$ cat config.mk
export PLATFORM = sky130hd
export DESIGN_NAME = imm_alu_sequencer
export DESIGN_NICKNAME = d
export VERILOG_FILES = /design/src/rtl/imm_alu_sequencer.sv
export SDC_FILE = /design/constraint.sdc
export NUM_CORES = 1
export LEC_CHECK = 0
export ABC_AREA = 0
export BUFFER_PORTS_ARGS = -buffer_cell sky130_fd_sc_hd__buf_2
export CAP_MARGIN = 10
export CELL_PAD_IN_SITES_DETAIL_PLACEMENT = 1
export CELL_PAD_IN_SITES_GLOBAL_PLACEMENT = 1
export CORE_MARGIN = 8
export CORE_UTILIZATION = 37
export CTS_CLUSTER_SIZE = 28
export DETAILED_ROUTE_END_ITERATION = 6
export PLACE_DENSITY = 0.94
export REMOVE_ABC_BUFFERS = 1
export SYNTH_ARGS = -nofsm -noshare
export SYNTH_HDL_FRONTEND = slang
export SYNTH_SLANG_ARGS = --single-unit
$ cat constraint.sdc
create_clock -name clk -period 3.8 [get_ports clk]
set_input_delay 0.19 -clock clk [delete_from_list [all_inputs] [get_ports clk]]
set_output_delay 0.19 -clock clk [all_outputs]
set_load 0.02 [all_outputs]
$ cat src/rtl/imm_alu_sequencer.sv
// Hardwired control sequencer for register-immediate ALU instructions (addi/andi/ori) and halt.
// Strobes are registered decodes of the state register, so they trail the state by one clock.
module imm_alu_sequencer #(
   parameter int unsigned BITS      = 32,
   parameter int unsigned OPC_MSB   = 31,
   parameter int unsigned CNT_WIDTH = 16,
   parameter logic [4:0]  OP_ADDI   = 5'b01100,
   parameter logic [4:0]  OP_ANDI   = 5'b01101,
   parameter logic [4:0]  OP_ORI    = 5'b01110,
   parameter logic [4:0]  OP_HALT   = 5'b11011
) (
   input  logic                 clk,
   input  logic                 reset,
   input  logic                 run,
   input  logic                 mem_ready,
   input  logic [BITS-1:0]      ir,
   output logic                 PCout,
   output logic                 MARin,
   output logic                 IncPC,
   output logic                 RZin,
   output logic                 Read,
   output logic                 MDRin,
   output logic                 RZout,
   output logic                 PCin,
   output logic                 MDRout,
   output logic                 IRin,
   output logic                 Gra,
   output logic                 Grb,
   output logic                 Rout,
   output logic                 RYin,
   output logic                 Cout,
   output logic                 Rin,
   output logic                 ADD,
   output logic                 AND,
   output logic                 OR,
   output logic                 halted,
   output logic                 illegal,
   output logic [CNT_WIDTH-1:0] instr_count
);

   typedef enum logic [3:0] {
      S_IDLE, S_FETCH0, S_FETCH1, S_FETCH2, S_DECODE,
      S_EXEC3, S_EXEC4, S_EXEC5, S_HALT, S_TRAP
   } state_t;

   typedef struct packed {
      logic pc_out, mar_in, inc_pc, rz_in, read, mdr_in, rz_out, pc_in, mdr_out, ir_in;
      logic gra, grb, r_out, ry_in, c_out, r_in, op_add, op_and, op_or, halted, illegal;
   } strb_t;

   state_t               state_q, state_d;
   logic [4:0]           opc_q, opc_d;
   logic [CNT_WIDTH-1:0] cnt_q, cnt_d;
   strb_t                strb_q, strb_d;
   logic [4:0]           ir_opc;
   logic                 unused_ir;

   assign ir_opc    = ir[OPC_MSB -: 5];
   assign unused_ir = ^ir;

   // Next state, opcode latch, retire counter and strobe decode for the current state
   always_comb begin
      state_d = state_q;
      opc_d   = opc_q;
      cnt_d   = cnt_q;
      strb_d  = '0;
      case (state_q)
         S_IDLE: if (run) state_d = S_FETCH0;
         S_FETCH0: begin
            strb_d.pc_out = 1'b1;
            strb_d.mar_in = 1'b1;
            strb_d.inc_pc = 1'b1;
            strb_d.rz_in  = 1'b1;
            state_d       = S_FETCH1;
         end
         S_FETCH1: begin
            strb_d.read   = 1'b1;
            strb_d.mdr_in = 1'b1;
            strb_d.rz_out = 1'b1;
            // PC loads only on the cycle the read completes, so it loads once per fetch
            strb_d.pc_in  = mem_ready;
            if (mem_ready) state_d = S_FETCH2;
         end
         S_FETCH2: begin
            strb_d.mdr_out = 1'b1;
            strb_d.ir_in   = 1'b1;
            state_d        = S_DECODE;
         end
         S_DECODE: begin
            opc_d = ir_opc;
            if (ir_opc == OP_ADDI || ir_opc == OP_ANDI || ir_opc == OP_ORI) begin
               state_d = S_EXEC3;
            end else if (ir_opc == OP_HALT) begin
               state_d = S_HALT;
               cnt_d   = cnt_q + CNT_WIDTH'(1);
            end else begin
               state_d = S_TRAP;
            end
         end
         S_EXEC3: begin
            strb_d.grb   = 1'b1;
            strb_d.r_out = 1'b1;
            strb_d.ry_in = 1'b1;
            state_d      = S_EXEC4;
         end
         S_EXEC4: begin
            strb_d.c_out  = 1'b1;
            strb_d.rz_in  = 1'b1;
            strb_d.op_add = (opc_q == OP_ADDI);
            strb_d.op_and = (opc_q == OP_ANDI);
            strb_d.op_or  = (opc_q == OP_ORI);
            state_d       = S_EXEC5;
         end
         S_EXEC5: begin
            strb_d.rz_out = 1'b1;
            strb_d.gra    = 1'b1;
            strb_d.r_in   = 1'b1;
            cnt_d         = cnt_q + CNT_WIDTH'(1);
            state_d       = run ? S_FETCH0 : S_IDLE;
         end
         S_HALT:  strb_d.halted  = 1'b1;
         S_TRAP:  strb_d.illegal = 1'b1;
         default: state_d = S_IDLE;
      endcase
   end

   always_ff @(posedge clk) begin
      if (!reset) begin
         state_q <= S_IDLE;
         opc_q   <= '0;
         cnt_q   <= '0;
         strb_q  <= '0;
      end else begin
         state_q <= state_d;
         opc_q   <= opc_d;
         cnt_q   <= cnt_d;
         strb_q  <= strb_d;
      end
   end

   assign PCout       = strb_q.pc_out;
   assign MARin       = strb_q.mar_in;
   assign IncPC       = strb_q.inc_pc;
   assign RZin        = strb_q.rz_in;
   assign Read        = strb_q.read;
   assign MDRin       = strb_q.mdr_in;
   assign RZout       = strb_q.rz_out;
   assign PCin        = strb_q.pc_in;
   assign MDRout      = strb_q.mdr_out;
   assign IRin        = strb_q.ir_in;
   assign Gra         = strb_q.gra;
   assign Grb         = strb_q.grb;
   assign Rout        = strb_q.r_out;
   assign RYin        = strb_q.ry_in;
   assign Cout        = strb_q.c_out;
   assign Rin         = strb_q.r_in;
   assign ADD         = strb_q.op_add;
   assign AND         = strb_q.op_and;
   assign OR          = strb_q.op_or;
   assign halted      = strb_q.halted;
   assign illegal     = strb_q.illegal;
   assign instr_count = cnt_q;

endmodule

; ---- Word-level counts from Yosys, hierarchy flattened
; Index checks and enable logic that the tools add are counted.
[op_classes]
n_mux = 19
add_sub_neg = 1
n_reduce_logical = 11
n_eq_ne = 20
bitwise = 1
[ops]
columns = operator, n
row1 = 4-bit one-hot mux with 9 select lines, 1
row2 = 16-bit 2-to-1 mux, 2
row3 = 16-bit one-hot mux with 2 select lines, 1
row4 = 5-bit by 4-bit equality test with 1-bit output (second input constant), 6
row5 = 16-bit by 1-bit adder with 16-bit output (second input constant), 1
row6 = 4-bit by 3-bit equality test with 1-bit output (second input constant), 4
row7 = 4-bit 2-to-1 mux, 3
row8 = 4-bit by 2-bit equality test with 1-bit output (second input constant), 2
row9 = 4-bit equality test (second input constant), 2
row10 = 1-bit 2-to-1 mux, 8
row11 = 2-bit != test (second input constant), 4
row12 = 3-bit 2-to-1 mux, 2
row13 = 3-bit AND reduction, 2
row14 = 2-bit OR reduction, 3
row15 = 5-bit equality test (second input constant), 1
row16 = 4-bit by 1-bit equality test with 1-bit output (second input constant), 1
row17 = 4-bit zero test, 1
row18 = 2-bit 2-to-1 mux, 2
row19 = 2-bit AND reduction, 2
row20 = 1-bit logical OR, 2
row21 = 2-bit nonzero test, 1
row22 = 1-bit NOT, 1
[totals]
word_cells = 75
out_inout_bits = 37
in_bits = 36
regBits = 45

; ---- Longest topological paths before layout
; Gate-level depths: netlist of the first run.
[depth]
word_depth = 5
ltp_mapped = 7
depth_no_buf = 5

; ---- Least setup slack after synthesis of the first run
; Ideal clock, no wire load.
[synth_path]
kind = reg2reg
from = register cnt_q[1] (netlist: instr_count[1])
to = register cnt_q[14] (netlist: instr_count[14])
arrival_ps = 1626
setup_ps = 70
t_required_ps = 3730
period_less_slack_ps = 1696
path_buffers = 0
slack_ps = 2104
path_stages_with_launch = 6
cell_sequence = dfxtp_1 > ha_1 > and3_1 > nand4_1 > or4_1 > a21oi_1
[synth_between]
elab_chain_cells = 4
[synth_lines]
columns = item, line
row1 = from (decl), 53  ; logic [CNT_WIDTH-1:0] cnt_q, cnt_d;
row2 = from (signal assigned), 136  ; cnt_q <= cnt_d;
row3 = 16-bit by 1-bit adder with 16-bit output (*), "95, 118"
row4 = 16-bit 2-to-1 mux, 93  ; end else if (ir_opc == OP_HALT) begin
row5 = 16-bit 2-to-1 mux, 91  ; if (ir_opc == OP_ADDI || ir_opc == OP_ANDI || ir_opc == OP_ORI) begin
row6 = 16-bit one-hot mux with 2 select lines (*), 67  ; case (state_q)
; Every way passes the cells marked *; elsewhere a longest branch is shown, timed or not. The select of a mux whose other input is x is not followed.
; A chain may end at the register's enable or synchronous reset.

; ---- Worst setup path in the final report of the first run
[layout_path]
from = register state_q[0]
to = register cnt_q[5] (netlist: instr_count[5])
[layout_between]
elab_chain_cells = 3
elab_cells_between_ends = 7
classes_between = 4 x eq/ne / 1 x mux / 2 x reduce/logical
[layout_lines]
columns = item, line
row1 = from (decl), 51  ; state_t state_q, state_d;
row2 = from (signal assigned), 134  ; state_q <= state_d;
row3 = 4-bit by 3-bit equality test with 1-bit output, 67
row4 = 2-bit != test (no line) or 2-bit nonzero test (tied branches), --
row5 = 3-bit AND reduction (no line), --
; Parallel ways exist; a longest one is shown, timed or not.

==> results.md, run 1 <==
- WL/cell: about 15 um
- Vias per std cell: roughly 5.5
- Final wirelength: 4700 um
- Final Cell Area: 2110 um2
- Starting Density: a little under two fifths
- Maximum clock path buffer count: 2
- CTS Hold Bufs: 0
- Worst min path class: in2reg
- Maxcap violations: 0
- ANT nets after route: 0
- Finish-stage setup viols: 0
- Asr flop ratio synth: 0%
- Final setup TNS: 0 ns
- Peak fanout along the critical path: 22
- Mapped Cells: between 200 and 250
- H-tree depth: 2
- DR vias: between 1500 and 2000
- CTS sink count: 39
- Worst-Margin Slew: roughly 0.84 ns
- Area growth syn-to-layout: 16.8%
- Post-DP HPWL: ~3400 um
- Count leader, synth: dfxtp_1
- Area leader, netlist: dfxtp_1
- Die area: 7390 um2
- First-pass GRT wire length: between 7000 and 8000 um
- Post-layout net count: around 270
- CTS tree: yes
- Clk root buf: clkbuf_8
- Critical path's slowest cell: dfxtp_1
- Total global-route track usage: between 10% and 20%
- Cell Area, Synth: 1810 um2
- P_leak: between 0.8 and 0.9 nW
- First-pass DRT Iterations: 3
- Reg clk slew, reported paths: ~0.080 ns
- RD Place Congestion: about 0.75
- Status: finished clean
- Worst slew margin: 43.8%
- Core Area: about 4700 um2
- CTS buffer count: 5
- Sequential fraction of the synthesis area: 43.1%
- Kind of critical path: reg2reg
- Top cells by count, synth: dfxtp_1 (39), a21oi_1 (24), nand2_1 (22), o31ai_1 (14), or4_1 (14)
- CP endpoint kind: flop
- Largest net degree at the start of global routing: 26
- DP Area: 2000 um2
- Endpoints failing hold: 0
- Data required, critical path: roughly 4.0 ns
- Ant. Diodes: 0
- Number of synthesized flops with an enable pin: 0
- Syn Area/Cell: about 9.0 um2
- Final Cycle Share: 54.6%
- Fmax: slightly below 0.5 GHz
- Share of cells above drive strength 1: between 20% and 30%
- Number of global-route vias before repair: between 1500 and 2000
- Critical-path cell list: nor4b_4, o21a_1, or4_1, a21oi_1
- Distinct cells, synth: 42
- Peak VDD IR: 0.251 mV
- Post-synth top flop: dfxtp_1
- Synth area leaders: dfxtp_1 (43%), a21oi_1 (6.6%), o31ai_1 (5.8%), or4_1 (5.8%), nand2_1 (4.6%)
- RSZ-0062 raised after global routing: false
- Synth Warn #: 0
- Tmin final: 2.08 ns
- Critical Path Start Type: flop
- Worst EP arrival: around 2.3 ns
- Antenna violations before repair: 0
- Clk Latency, worst-skew pair: 0.30 ns
- Fin. max-slew vios: 0
- Gr ovfl total: 0
- Cts repair resizes: 0
- Number of setup buffers added after CTS: 0
- Initial DRC Count: 70
- Area share of the largest cell type after synthesis: between 40 and 50%
- DRC: 0
- Critical path's largest stage delay: around 0.74 ns
- Register bit total from synthesis: 39
- # IOs: 73
- Die X: between 80 and 90 um
- DIE HEIGHT: about 86 um
- Pwr/cell area: ~410 nW/um2
- # rows: 25
- Port buffer count: 45
- Clock skew: approximately 0.0093 ns
-- registers in the layout, indices dropped and copies added, names as in the netlist --
| signal | flops |
|---|---|
| OR | 1 |
| halted | 1 |
| PCin | 1 |
| illegal | 1 |
| instr_count | 16 |
| AND | 1 |
| opc_q | 5 |
| state_q | 4 |
| ADD | 1 |
| Grb | 1 |
| Rin | 1 |
| RZin | 1 |
| Read | 1 |
| RZout | 1 |
| MDRout | 1 |
| PCout | 1 |
| Cout | 1 |
-- per-stage QoR --
stage / total power [mW] / cells / hold WS [ns] / worst slack, ns / util (%)
floorplan: 0.502 / 184 / 0.326 / 2.08 / -
global placement: 0.530 / 296 / 0.440 / 1.83 / 42.4
detailed placement: 0.535 / 296 / 0.455 / 1.75 / 42.4
CTS: 0.883 / 304 / 0.148 / 1.73 / 44.8
global route: 0.914 / 304 / 0.160 / 1.54 / 44.8
finish: 0.875 / 304 / 0.157 / 1.72 / 44.8
-- worst max-delay path: cells and delay by family, from the launching register on --
| family | cells | cell delay, ns |
|---|---|---|
| compound gates | 2 | 0.55 |
| flops | 1 | 0.74 |
| simple gates | 2 | 0.70 |
-- power by group --
part | switching [mW] | internal (mW)
clock | 0.154 | 0.195
combinational | 0.0544 | 0.0300
sequential | 0.0220 | 0.419
total | 0.231 | 0.644
-- final timing paths --
kind                                start                           to  slack [ns]  cells after the start
hold / removal                     ir[27]        opc_q[0]$_SDFFE_PN0N_        0.16                      3
hold reg to reg     opc_q[4]$_SDFFE_PN0N_        opc_q[4]$_SDFFE_PN0N_        0.46                      2
setup reg to reg  state_q[0]$_SDFFE_PN0P_  instr_count[5]$_SDFFE_PN0P_        1.72                      4
setup / recovery  state_q[0]$_SDFFE_PN0P_  instr_count[5]$_SDFFE_PN0P_        1.72                      4
-- area by class of cell --
cell class / instances / area [um2]
clock buffers: 5 / 68.8
well taps: 67 / 83.8
clock inverters: 3 / 43.8
multi-input cells: 137 / 882
repair buffers: 45 / 225
flip-flops and latches: 39 / 781
inverters: 8 / 30.0
fillers: 591 / 2610
-- cell usage in the layout, fill, tap and decap left out, types with 2 or more instances in the layout --
cell	netlist	final
nor3_1	6	6
and4_1	3	3
dfxtp_1	39	39
or4_1	14	14
o21ai_0	4	4
buf_2	1	45
inv_1	8	8
nand4_1	2	2
and3_1	3	3
clkbuf_8	0	5
o22ai_1	2	2
nand2_1	22	22
o2111ai_1	2	2
nor4_1	2	2
o31ai_1	14	14
nor2_1	5	5
or3_1	2	2
nand2b_1	3	3
nand3_1	9	9
a21oi_1	24	24
-- cell families (layout without fill, tap and decap cells) --
kind of cell | after synthesis | in the layout | synth area share (%)
adder cells (fa/ha/maj) | 1 | 1 | 0.691
buffers and inverters | 25 | 61 | 8.15
XOR/XNOR | 1 | 1 | 0.899
flip-flops | 39 | 39 | 43.1
AND/OR/NAND/NOR | 82 | 82 | 28.8
AO/OA/AOI/OAI | 53 | 53 | 18.3
-- layer usage --
layer  vias to the layer above  wire length (um)  track usage (%)
met5                         -                 0                0
met4                         0                82             5.89
met1                       797              2020             14.3
met3                         8               354             6.30
li1                        817                 -                -
met2                        42              2240             22.2
Note: power is estimated with default switching activity, not from simulation.
==> run 2: changes to the inputs <==
CORE_UTILIZATION = 34   (was 37)
PLACE_DENSITY = 0.88   (was 0.94)
clock period = 2.1 ns   (was 3.8 ns; I/O delays follow)
==> results.md, run 2 (synthesis gave the netlist of run 1 again) <==
- P_leak: 0.846 nW (+3.2%)
- First-pass GRT wire length: 7650 um (-4.1%)
- Fillcell total: 638 (+8.0%)
- # IOs: 73 (unchanged)
- ANT nets after route: 0 (unchanged)
- Die X: 89.0 um (+3.5%)
- Post-DP HPWL: 3490 um (+2.2%)
- Most common cell after layout, fill and taps aside: buf_2
- First-pass DRT Iterations: 4 (+1)
- # rows: 26 (+4.0%)
- Die area: 7920 um2 (+7.2%)
- Ant. Diodes: 0 (unchanged)
- DIE HEIGHT: 89.0 um (+3.5%)
- Reg clk slew, reported paths: 0.07 ns (about the same)
- Number of global-route vias before repair: 1668 (-3.1%)
- Data required, critical path: 2.32 ns (-1.69 ns)
- Worst min path class: in2reg
- Clk Latency, worst-skew pair: 0.29 ns (about the same)
- Worst-Margin Slew: 0.538 ns (-0.304 ns)
- Endpoints failing hold: 0 (unchanged)
- Maxcap violations: 0 (unchanged)
- CP bufs+invs: 1 (+1)
- Critical-path cell list: buf_4, or2_0, o31a_1, or4_1, a21oi_1
- Clk root buf: clkbuf_8
- CTS sink count: 39 (unchanged)
- CTS Hold Bufs: 0 (unchanged)
- Critical path's largest stage delay: 0.44 ns (-0.30 ns)
- DRC: 0 (unchanged)
- Most frequent cells in the layout: buf_2 (45), dfxtp_1 (39), a21oi_1 (24)
- Global Route met3 Usage: 4.14% (-2.2 points)
- CTS buffer count: 5 (unchanged)
- Final setup TNS: 0 ns (unchanged)
- Largest net degree at the start of global routing: 23 (-12%)
- Fin. max-slew vios: 0 (unchanged)
- Area growth syn-to-layout: 18.5%
- Peak VDD IR: 0.221 mV (-12%)
- Max reg flops: 16 (unchanged)
- Gr busiest metal: met2
- Final wirelength: 4710 um (+0.17%)
- Maximum clock path buffer count: 2 (unchanged)
- RSZ-0062 raised after global routing: false
- Core Area: 5140 um2 (+8.8%)
- H-tree depth: 2 (unchanged)
- Final Cell Area: 2150 um2 (+1.5%)
- Crit path max-delay family: simple AND/OR/NAND/NOR gates
- DR vias: 1698 (+2.0%)
- Grt met1 use: 13.1% (-1.2 points)
- Gr ovfl total: 0 (unchanged)
- Worst EP arrival: 2.06 ns (-0.23 ns)
- Peak fanout along the critical path: 8 (-64%)
- Number of setup buffers added after CTS: 0 (unchanged)
- Vias per std cell: 5.42 (-0.89%)
- Starting Density: 35.2% (-3.1 points)
- DP Area: 2060 um2 (+2.8%)
- Share of cells above drive strength 1: 27.6% (+1.8 points)
- Finish-stage setup viols: 0 (unchanged)
- Critical path's slowest cell: dfxtp_1
- Status: finished clean
- Total global-route track usage: 12.2% (-1.2 points)
- CTS tree: yes
- RD Place Congestion: 0.736 (-2.0%)
- Antenna violations before repair: 0 (unchanged)
- Final Cycle Share: 87.7% (+33 points)
- Kind of critical path: reg2reg
- Fmax: 0.543 GHz (+13%)
- Pwr/cell area: 686 nW/um2 (+66%)
- Post-layout net count: 280 (+2.6%)
- Port buffer count: 45 (unchanged)
- Worst slew margin: 64.1% (+20 points)
- Initial DRC Count: 58 (-17%)
- WL/cell: 15.0 um (-2.7%)
- Cts repair resizes: 0 (unchanged)
- Tmin final: 1.84 ns (-0.234 ns)
- Clock skew: 0.00458 ns (-0.00477 ns)
- CP endpoint kind: flop
- Critical Path Start Type: flop
- GR Util met2: 21.3% (-0.89 points)
-- run 2: changes by cell type in the layout (fill, tap and decap cells not counted) --
cell,change
buf_4,+7
bufinv_16,-1
clkinv_4,-1
clkbuf_8,+1
-- run 2: path summary, 6_finish.rpt --
path	start	end	slack, ns	cells past startpoint
worst max-delay path	state_q[1]$_SDFFE_PN0P_	instr_count[2]$_SDFFE_PN0P_	0.26	5
worst max register to register	state_q[1]$_SDFFE_PN0P_	instr_count[2]$_SDFFE_PN0P_	0.26	5
worst min register to register	opc_q[4]$_SDFFE_PN0N_	opc_q[4]$_SDFFE_PN0N_	0.46	2
worst min-delay path	ir[28]	opc_q[1]$_SDFFE_PN0N_	0.07	3
-- run 2: worst min-delay path: cells and delay by family --
kind / cells / cell delay [ns]
buffers and inverters: 1 / 0.10
AND/OR/NAND/NOR: 1 / 0.05
AO/OA/AOI/OAI: 1 / 0.05
-- run 2: cell type report --
cell class	instances	area [um2]	area share [%]
clock buffer	6	82.6	3.85
clock inverter	1	5.00	0.233
inverter	8	30.0	1.40
multi-input combinational	137	882	41.1
sequential	39	781	36.4
tap	70	87.6	4.08
timing repair buffer	52	278	12.9
-- run 2: metal layers --
layer / wire length (um) / part of all wire [%]
met3: 320 / 6.8
met2: 2320 / 49
met1: 2000 / 42
met5: 0 / 0
met4: 68 / 1.4
-- run 2: stage by stage --
step           setup slack, ns  instances  utilization [%]  power [mW]  hold WS, ns
2_1_floorplan            0.381        184                -       0.908        0.241
5_1_grt                  0.172        313             41.7        1.55       0.0659
3_5_place_dp             0.282        306             40.0       0.983        0.366
4_1_cts                  0.264        313             41.7        1.49       0.0540
3_3_place_gp             0.338        306             40.0       0.976        0.358
6_report                 0.258        313             41.7        1.47       0.0676
-- run 2: where the power goes --
| part | internal (mW) | switching, mW | leakage, nW | total (mW) |
|---|---|---|---|---|
| sequential | 0.758 | 0.0282 | 0.315 | 0.786 |
| clock | 0.257 | 0.246 | 0.0470 | 0.504 |
| combinational | 0.0674 | 0.114 | 0.484 | 0.182 |
